<file path="config.mk">
export PLATFORM = sky130hd
export DESIGN_NAME = load_store_unit_flat
export DESIGN_NICKNAME = d
export VERILOG_FILES = /design/src/rtl/load_store_unit_if.sv /design/src/rtl/load_store_unit.sv /design/src/flat_wrapper.sv
export SDC_FILE = /design/constraint.sdc
export NUM_CORES = 1
export LEC_CHECK = 0
export ABC_AREA = 1
export CAP_MARGIN = 40
export CORE_ASPECT_RATIO = 0.6
export CORE_MARGIN = 1
export CORE_UTILIZATION = 54
export CTS_CLUSTER_DIAMETER = 60
export DETAILED_ROUTE_END_ITERATION = 6
export PLACE_DENSITY = 0.95
export RECOVER_POWER = 100
export SLEW_MARGIN = 10
export SYNTH_ARGS = -nofsm -noshare
export SYNTH_HDL_FRONTEND = slang
export SYNTH_SLANG_ARGS = --single-unit
</file>
<file path="constraint.sdc">
create_clock -name Clk -period 5.1 [get_ports Clk]
set_clock_uncertainty 0.1 [all_clocks]
set_input_delay 0.51 -clock Clk [delete_from_list [all_inputs] [get_ports Clk]]
set_output_delay 0.51 -clock Clk [all_outputs]
set_load 0.02 [all_outputs]
</file>
<file path="src/rtl/load_store_unit_if.sv">
// Control-unit and memory-side signals of the load/store unit.
// slave is the unit itself; master is the control unit plus the doubleword memory.
interface load_store_unit_if;
  logic        Req;
  logic        Wr;
  logic [2:0]  Funct3;
  logic [63:0] Address;
  logic [63:0] StoreData;
  logic [63:0] LoadData;
  logic        Done;
  logic        Busy;
  logic        Fault;
  logic [63:0] MemAddress;
  logic [63:0] MemDataOut;
  logic        MemWr;
  logic [63:0] MemDataIn;

  modport master (
    output Req, Wr, Funct3, Address, StoreData, MemDataIn,
    input  LoadData, Done, Busy, Fault, MemAddress, MemDataOut, MemWr
  );

  modport slave (
    input  Req, Wr, Funct3, Address, StoreData, MemDataIn,
    output LoadData, Done, Busy, Fault, MemAddress, MemDataOut, MemWr
  );
endinterface

</file>
<file path="src/rtl/load_store_unit.sv">
// RV64 sub-doubleword load/store over an aligned 64-bit memory; sb/sh/sw do read-modify-write.
// Done after L+1 (load), L+2 (sb/sh/sw), 2 (sd), 1 (fault) cycles; Req is ignored while Busy.
module load_store_unit #(
  parameter int MEM_READ_LATENCY = 1
) (
  input logic               Clk,
  input logic               Reset,
  load_store_unit_if.slave  bus
);

  typedef enum logic [1:0] {S_IDLE, S_RD, S_WR, S_DONE} state_t;

  localparam logic [2:0] CNT_INIT = 3'(MEM_READ_LATENCY);

  state_t      state_q, state_d;
  logic [63:0] addr_q, addr_d;
  logic        wr_q, wr_d;
  logic [2:0]  funct3_q, funct3_d;
  logic [63:0] store_q, store_d;
  logic [2:0]  cnt_q, cnt_d;
  logic [63:0] load_data_q, load_data_d;
  logic [63:0] mem_data_out_q, mem_data_out_d;
  logic        fault_q, fault_d;

  logic        req_illegal;
  logic        req_misalign;
  logic        req_fault;
  logic [5:0]  lane_shift;
  logic [63:0] lane_mask;
  logic [63:0] ins_mask;
  logic [63:0] merged;
  logic [63:0] field;
  logic [63:0] extracted;

  // Legality of the incoming request, evaluated on the raw inputs at accept time.
  always_comb begin
    req_illegal  = bus.Wr ? bus.Funct3[2] : (bus.Funct3 == 3'b111);
    req_misalign = 1'b0;
    case (bus.Funct3[1:0])
      2'b01:   req_misalign = bus.Address[0];
      2'b10:   req_misalign = |bus.Address[1:0];
      2'b11:   req_misalign = |bus.Address[2:0];
      default: req_misalign = 1'b0;
    endcase
    req_fault = req_illegal | req_misalign;
  end

  always_comb begin
    lane_shift = {addr_q[2:0], 3'b000};
    lane_mask  = '1;
    case (funct3_q[1:0])
      2'b00:   lane_mask = 64'h0000_0000_0000_00FF;
      2'b01:   lane_mask = 64'h0000_0000_0000_FFFF;
      2'b10:   lane_mask = 64'h0000_0000_FFFF_FFFF;
      default: lane_mask = '1;
    endcase
    ins_mask = lane_mask << lane_shift;
    merged   = (bus.MemDataIn & ~ins_mask) | ((store_q << lane_shift) & ins_mask);
    field    = bus.MemDataIn >> lane_shift;
    case (funct3_q)
      3'b000:  extracted = {{56{field[7]}}, field[7:0]};
      3'b001:  extracted = {{48{field[15]}}, field[15:0]};
      3'b010:  extracted = {{32{field[31]}}, field[31:0]};
      3'b100:  extracted = {56'd0, field[7:0]};
      3'b101:  extracted = {48'd0, field[15:0]};
      3'b110:  extracted = {32'd0, field[31:0]};
      default: extracted = field;
    endcase
  end

  always_comb begin
    state_d        = state_q;
    addr_d         = addr_q;
    wr_d           = wr_q;
    funct3_d       = funct3_q;
    store_d        = store_q;
    cnt_d          = cnt_q;
    load_data_d    = load_data_q;
    mem_data_out_d = mem_data_out_q;
    fault_d        = fault_q;
    unique case (state_q)
      S_IDLE: begin
        if (bus.Req) begin
          addr_d   = bus.Address;
          wr_d     = bus.Wr;
          funct3_d = bus.Funct3;
          store_d  = bus.StoreData;
          cnt_d    = CNT_INIT;
          fault_d  = req_fault;
          if (req_fault) begin
            state_d = S_DONE;
          end else if (bus.Wr && bus.Funct3[1:0] == 2'b11) begin
            // Full doubleword store needs no read phase.
            mem_data_out_d = bus.StoreData;
            state_d        = S_WR;
          end else begin
            state_d = S_RD;
          end
        end
      end
      S_RD: begin
        cnt_d = cnt_q - 3'd1;
        if (cnt_q == 3'd1) begin
          if (wr_q) begin
            mem_data_out_d = merged;
            state_d        = S_WR;
          end else begin
            load_data_d = extracted;
            state_d     = S_DONE;
          end
        end
      end
      S_WR:    state_d = S_DONE;
      S_DONE:  state_d = S_IDLE;
      default: state_d = S_IDLE;
    endcase
  end

  always_ff @(posedge Clk) begin
    if (Reset) begin
      state_q        <= S_IDLE;
      addr_q         <= '0;
      wr_q           <= 1'b0;
      funct3_q       <= '0;
      store_q        <= '0;
      cnt_q          <= '0;
      load_data_q    <= '0;
      mem_data_out_q <= '0;
      fault_q        <= 1'b0;
    end else begin
      state_q        <= state_d;
      addr_q         <= addr_d;
      wr_q           <= wr_d;
      funct3_q       <= funct3_d;
      store_q        <= store_d;
      cnt_q          <= cnt_d;
      load_data_q    <= load_data_d;
      mem_data_out_q <= mem_data_out_d;
      fault_q        <= fault_d;
    end
  end

  // Reset gates the strobe directly so a reset landing in WR never writes.
  assign bus.MemWr      = (state_q == S_WR) && !Reset;
  assign bus.MemAddress = {addr_q[63:3], 3'b000};
  assign bus.MemDataOut = mem_data_out_q;
  assign bus.LoadData   = load_data_q;
  assign bus.Done       = (state_q == S_DONE);
  assign bus.Busy       = (state_q != S_IDLE);
  assign bus.Fault      = (state_q == S_DONE) && fault_q;

endmodule
</file>
<file path="src/flat_wrapper.sv">
// flat-port wrapper written by rule: the top's interface ports become plain ports
module load_store_unit_flat 
#(
  parameter int MEM_READ_LATENCY = 1
)
  (Clk, Reset, bus_Req, bus_Wr, bus_Funct3, bus_Address, bus_StoreData, bus_MemDataIn, bus_LoadData, bus_Done, bus_Busy, bus_Fault, bus_MemAddress, bus_MemDataOut, bus_MemWr);
  load_store_unit_if bus_i ();
  input logic Clk;
  input logic Reset;
  input wire logic [$bits(bus_i.Req)-1:0] bus_Req;
  input wire logic [$bits(bus_i.Wr)-1:0] bus_Wr;
  input wire logic [$bits(bus_i.Funct3)-1:0] bus_Funct3;
  input wire logic [$bits(bus_i.Address)-1:0] bus_Address;
  input wire logic [$bits(bus_i.StoreData)-1:0] bus_StoreData;
  input wire logic [$bits(bus_i.MemDataIn)-1:0] bus_MemDataIn;
  output wire logic [$bits(bus_i.LoadData)-1:0] bus_LoadData;
  output wire logic [$bits(bus_i.Done)-1:0] bus_Done;
  output wire logic [$bits(bus_i.Busy)-1:0] bus_Busy;
  output wire logic [$bits(bus_i.Fault)-1:0] bus_Fault;
  output wire logic [$bits(bus_i.MemAddress)-1:0] bus_MemAddress;
  output wire logic [$bits(bus_i.MemDataOut)-1:0] bus_MemDataOut;
  output wire logic [$bits(bus_i.MemWr)-1:0] bus_MemWr;
  assign bus_i.Req = bus_Req;
  assign bus_i.Wr = bus_Wr;
  assign bus_i.Funct3 = bus_Funct3;
  assign bus_i.Address = bus_Address;
  assign bus_i.StoreData = bus_StoreData;
  assign bus_i.MemDataIn = bus_MemDataIn;
  assign bus_LoadData = bus_i.LoadData;
  assign bus_Done = bus_i.Done;
  assign bus_Busy = bus_i.Busy;
  assign bus_Fault = bus_i.Fault;
  assign bus_MemAddress = bus_i.MemAddress;
  assign bus_MemDataOut = bus_i.MemDataOut;
  assign bus_MemWr = bus_i.MemWr;
  load_store_unit #(.MEM_READ_LATENCY(MEM_READ_LATENCY)) u_core (.Clk(Clk), .Reset(Reset), .bus(bus_i));
endmodule
</file>
==> impl_table.tex <==
\begin{tabular}{lr}
\hline
Metric & Value \\
\hline
\multicolumn{2}{l}{\textbf{Die}} \\
\quad IO Count & 395 \\
\quad Effective utilization at floorplan & 55.3\% \\
\quad Row cnt & 47 \\
\quad Die extent in x & 219 um \\
\quad Die ar. & 29,100 um\^{}2 \\
\quad Area of the placeable core & 27,700 um\^{}2 \\
\quad Die height & 132 um \\
\multicolumn{2}{l}{\textbf{Placed design}} \\
\quad RePlAce Congestion & 1.02 \\
\quad Placed cells & 3,065 \\
\quad Worst slack at placement & 2010 ps \\
\quad Half-perimeter wire length of the detailed placement result & 49.3 mm \\
\quad DP Area & 18,700 um\^{}2 \\
\quad PortBufs & 391 \\
\multicolumn{2}{l}{\textbf{CTS}} \\
\quad Clock buffer count from CTS & 26 \\
\quad Quantity of gates resized following cts & 0 \\
\quad CTS tree & built \\
\quad Maximum number of buffers from clock root to sink & 3 \\
\quad Clock-pin slew reported for the worst setup and hold paths after clock tree synthesis & 70 ps \\
\quad CTS sink cnt & 266 \\
\quad Post-CTS setup repair buffer count & 0 \\
\quad CTS hold repair buffers & 0 \\
\quad Deepest level of the CTS H-tree & 1 \\
\quad CTS root buffer & sky130\_fd\_sc\_hd\_\_clkbuf\_16 \\
\quad Clock network latency to the later pin of the worst-skew pair & 580 ps \\
\multicolumn{2}{l}{\textbf{Synth}} \\
\quad Average footprint of a synthesized cell & 6.10 um\^{}2 \\
\quad Top cells by area in the synthesized netlist & sky130\_fd\_sc\_hd\_\_dfxtp\_1 35\%, sky130\_fd\_sc\_hd\_\_nand2\_1 16\%, sky130\_fd\_sc\_hd\_\_o21ai\_0 11\%, sky130\_fd\_sc\_hd\_\_nor2\_1 10\%, sky130\_fd\_sc\_hd\_\_nand3\_1 6.3\% \\
\quad Count of different cell masters after synthesis & 34 \\
\quad Synth Register Bits & 266 \\
\quad Yosys top cell area share & 34.8\% \\
\quad Synthesized area & 15,300 um\^{}2 \\
\quad Fraction of the yosys area taken by sequential cells & 34.8\% \\
\quad Count of mapped cells out of synthesis & 2,512 \\
\quad Post-synth top area cell & sky130\_fd\_sc\_hd\_\_dfxtp\_1 \\
\quad Number of warning messages in the yosys log & 0 \\
\multicolumn{2}{l}{\textbf{Setup path}} \\
\quad CP Capture Type & register \\
\quad Largest stage delay, worst path & 1400 ps \\
\quad Slowest stage cell, crit path & sky130\_fd\_sc\_hd\_\_nand2\_1 \\
\quad Worst setup path category & register to register \\
\quad Crit path launch type & register \\
\quad CP dominant cell by count & sky130\_fd\_sc\_hd\_\_nor2\_1 \\
\quad Required time worst endpoint & 5460 ps \\
\quad Signal arrival time at the worst endpoint & 4390 ps \\
\quad Worst-path cell chain & inv\_1 -> ha\_1 -> nand2\_1 -> inv\_2 -> buf\_12 -> nor2\_1 -> nor2\_1 \\
\quad Maximum fanout encountered on the critical timing path & 60 \\
\multicolumn{2}{l}{\textbf{Detailed routing}} \\
\quad Count of antenna-violating nets left after detailed routing & 0 \\
\quad Average detailed-routed wire length per instance & 21.5 um \\
\quad Total number of vias & 18,200 \\
\quad Detailed-router iteration count before antenna repair & 7 \\
\quad Final wirelength & 66.9 mm \\
\quad Detailed-route vias per instance & 5.85 \\
\quad DR DRC count & 21 \\
\quad Iteration-0 DRC Markers & 2,702 \\
\multicolumn{2}{l}{\textbf{Timing}} \\
\quad Setup Total Neg Slack & 0 ps \\
\quad Total setup violations reported at the end of the flow & 0 \\
\quad Worst-case headroom to the max-slew limit & -27.3\% \\
\quad Worst hold margin & 368 ps \\
\quad RSZ-0062 raised after global routing & false \\
\quad Clock period minus final worst setup slack & 4030 ps \\
\quad Endpoints failing hold & 0 \\
\quad Slack of the critical path & 1070 ps \\
\quad Worst-margin pin slew & 1900 ps \\
\quad Final worst-path cycle share & 79.0\% \\
\quad Number of slew-limit violations in the final report & 97 \\
\quad Maximum clock rate & 248 MHz \\
\multicolumn{2}{l}{\textbf{Final layout}} \\
\quad Area added between synthesis and finish & 27.6\% \\
\quad Post-layout net count & 2,931 \\
\quad Post-layout instance area & 19,500 um\^{}2 \\
\quad Fraction of layout cells with a size suffix above 1 & 3.93\% \\
\quad Most common cell after layout, fill and taps aside & sky130\_fd\_sc\_hd\_\_nand2\_1 \\
\quad Post-route insts no fill & 3,113 \\
\quad Utilization of the core after routing & 70.5\% \\
\quad Commonest cells after routing, fill and taps aside & 637 x sky130\_fd\_sc\_hd\_\_nand2\_1, 418 x sky130\_fd\_sc\_hd\_\_nor2\_1, 332 x sky130\_fd\_sc\_hd\_\_o21ai\_0 \\
\multicolumn{2}{l}{\textbf{Global routing}} \\
\quad Initial antenna violation count & 5 \\
\quad GRT Util Overall & 44.2\% \\
\quad Maximum number of pins on one net before global-route repair & 115 \\
\quad Overflow left after global routing & 0 \\
\quad Wire length of the first global-routing pass & 98.3 mm \\
\quad Vias in the first global route & 16,500 \\
\multicolumn{2}{l}{\textbf{Run status}} \\
\quad Violated checks & DRC, capacitance limit, slew limit \\
\quad Result of the run & complete, but fails checks \\
\multicolumn{2}{l}{\textbf{Worst hold path}} \\
\quad Type of the most critical hold path & register to register \\
\multicolumn{2}{l}{\textbf{Pwr}} \\
\quad Reported leakage power & 9.06 nW \\
\quad Power density over the cells & 534 nW/um\^{}2 \\
\quad Sum of internal, switching and leakage power & 10.4 mW \\
\quad Peak supply drop & 0.433 mV \\
\multicolumn{2}{l}{\textbf{Flow run}} \\
\quad Count of maximum capacitance violations & 2 \\
\hline
\end{tabular}
## cell families after synthesis
family	count (synthesis)	share of synthesized area, %
and+or+nand+nor	1274	33.5
buffers and inverters	444	13.6
other	1	0.0245
AOI/OAI and AO/OA	521	17.6
adders and majority gates	6	0.490
DFF	266	34.8
## report_power, final
part | total, mW | internal, mW | switching [mW]
logic | 5.41 | 1.70 | 3.71
registers | 3.02 | 2.63 | 0.382
clock network | 2.01 | 1.10 | 0.915
total | 10.4 | 5.43 | 5.01
## layer usage
| layer | global-route usage, % | wire length [um] |
|---|---|---|
| met1 | 62.6 | 27300 |
| met2 | 63.7 | 27700 |
| met3 | 14.7 | 10000 |
| met4 | 11.2 | 1820 |
| met5 | 0 | 14 |
## layout make-up
| class | count | area (um^2) |
|---|---|---|
| Clock inverter | 13 | 121 |
| Timing Repair Buffer | 421 | 4190 |
| Inverter | 207 | 782 |
| Fill cell | 2260 | 8160 |
| Multi-Input combinational cell | 1804 | 7900 |
| Antenna cell | 1 | 2.50 |
| Clock buffer | 34 | 752 |
| Tap cell | 367 | 459 |
| Sequential cell | 266 | 5330 |
## registers in the layout, summed over array words and instances (netlist names)
name,cells
u_core.state_q,2
u_core.store_q,64
u_core.addr_q,64
u_core.bus.MemDataOut,64
u_core.bus.LoadData,64
u_core.fault_q,1
u_core.funct3_q,3
u_core.wr_q,1
u_core.cnt_q,3
## cells in the mapped netlist
library cell,number
sky130_fd_sc_hd__a21oi_1,143
sky130_fd_sc_hd__a21oi_2,4
sky130_fd_sc_hd__a221oi_1,1
sky130_fd_sc_hd__buf_1,15
sky130_fd_sc_hd__buf_2,55
sky130_fd_sc_hd__buf_4,78
sky130_fd_sc_hd__buf_6,7
sky130_fd_sc_hd__clkbuf_1,82
sky130_fd_sc_hd__clkinv_1,1
sky130_fd_sc_hd__clkinv_2,1
sky130_fd_sc_hd__conb_1,1
sky130_fd_sc_hd__dfxtp_1,266
sky130_fd_sc_hd__ha_1,6
sky130_fd_sc_hd__inv_1,196
sky130_fd_sc_hd__inv_2,9
sky130_fd_sc_hd__nand2_1,636
sky130_fd_sc_hd__nand2_2,6
sky130_fd_sc_hd__nand2_4,1
sky130_fd_sc_hd__nand3_1,192
sky130_fd_sc_hd__nand3_2,4
sky130_fd_sc_hd__nand3_4,1
sky130_fd_sc_hd__nand3b_1,1
sky130_fd_sc_hd__nand4_1,8
sky130_fd_sc_hd__nor2_1,418
sky130_fd_sc_hd__nor2_2,4
sky130_fd_sc_hd__nor2_4,1
sky130_fd_sc_hd__nor3_1,2
sky130_fd_sc_hd__o211ai_1,20
sky130_fd_sc_hd__o21a_1,2
sky130_fd_sc_hd__o21ai_0,332
sky130_fd_sc_hd__o21ai_1,13
sky130_fd_sc_hd__o21ai_2,3
sky130_fd_sc_hd__o22ai_1,2
sky130_fd_sc_hd__o31ai_1,1
## critical path: cells and delay by family, from the launching register on
family | cells | cell delay (ps)
DFF | 1 | 390
adders and majority gates | 1 | 330
buffers and inverters | 3 | 1360
and+or+nand+nor | 3 | 1670
## path summary, 6_finish.rpt
kind	startpoint	to	slack, ps	depth (start not counted)
worst max-delay path	u_core.state_q[0]	u_core.addr_q[44]	1070	7
worst min-delay path	u_core.wr_q	u_core.wr_q	370	2
worst max register to register	u_core.state_q[0]	u_core.addr_q[44]	1070	7
worst min register to register	u_core.wr_q	u_core.wr_q	370	2
Note: power is estimated with default switching activity, not from simulation.
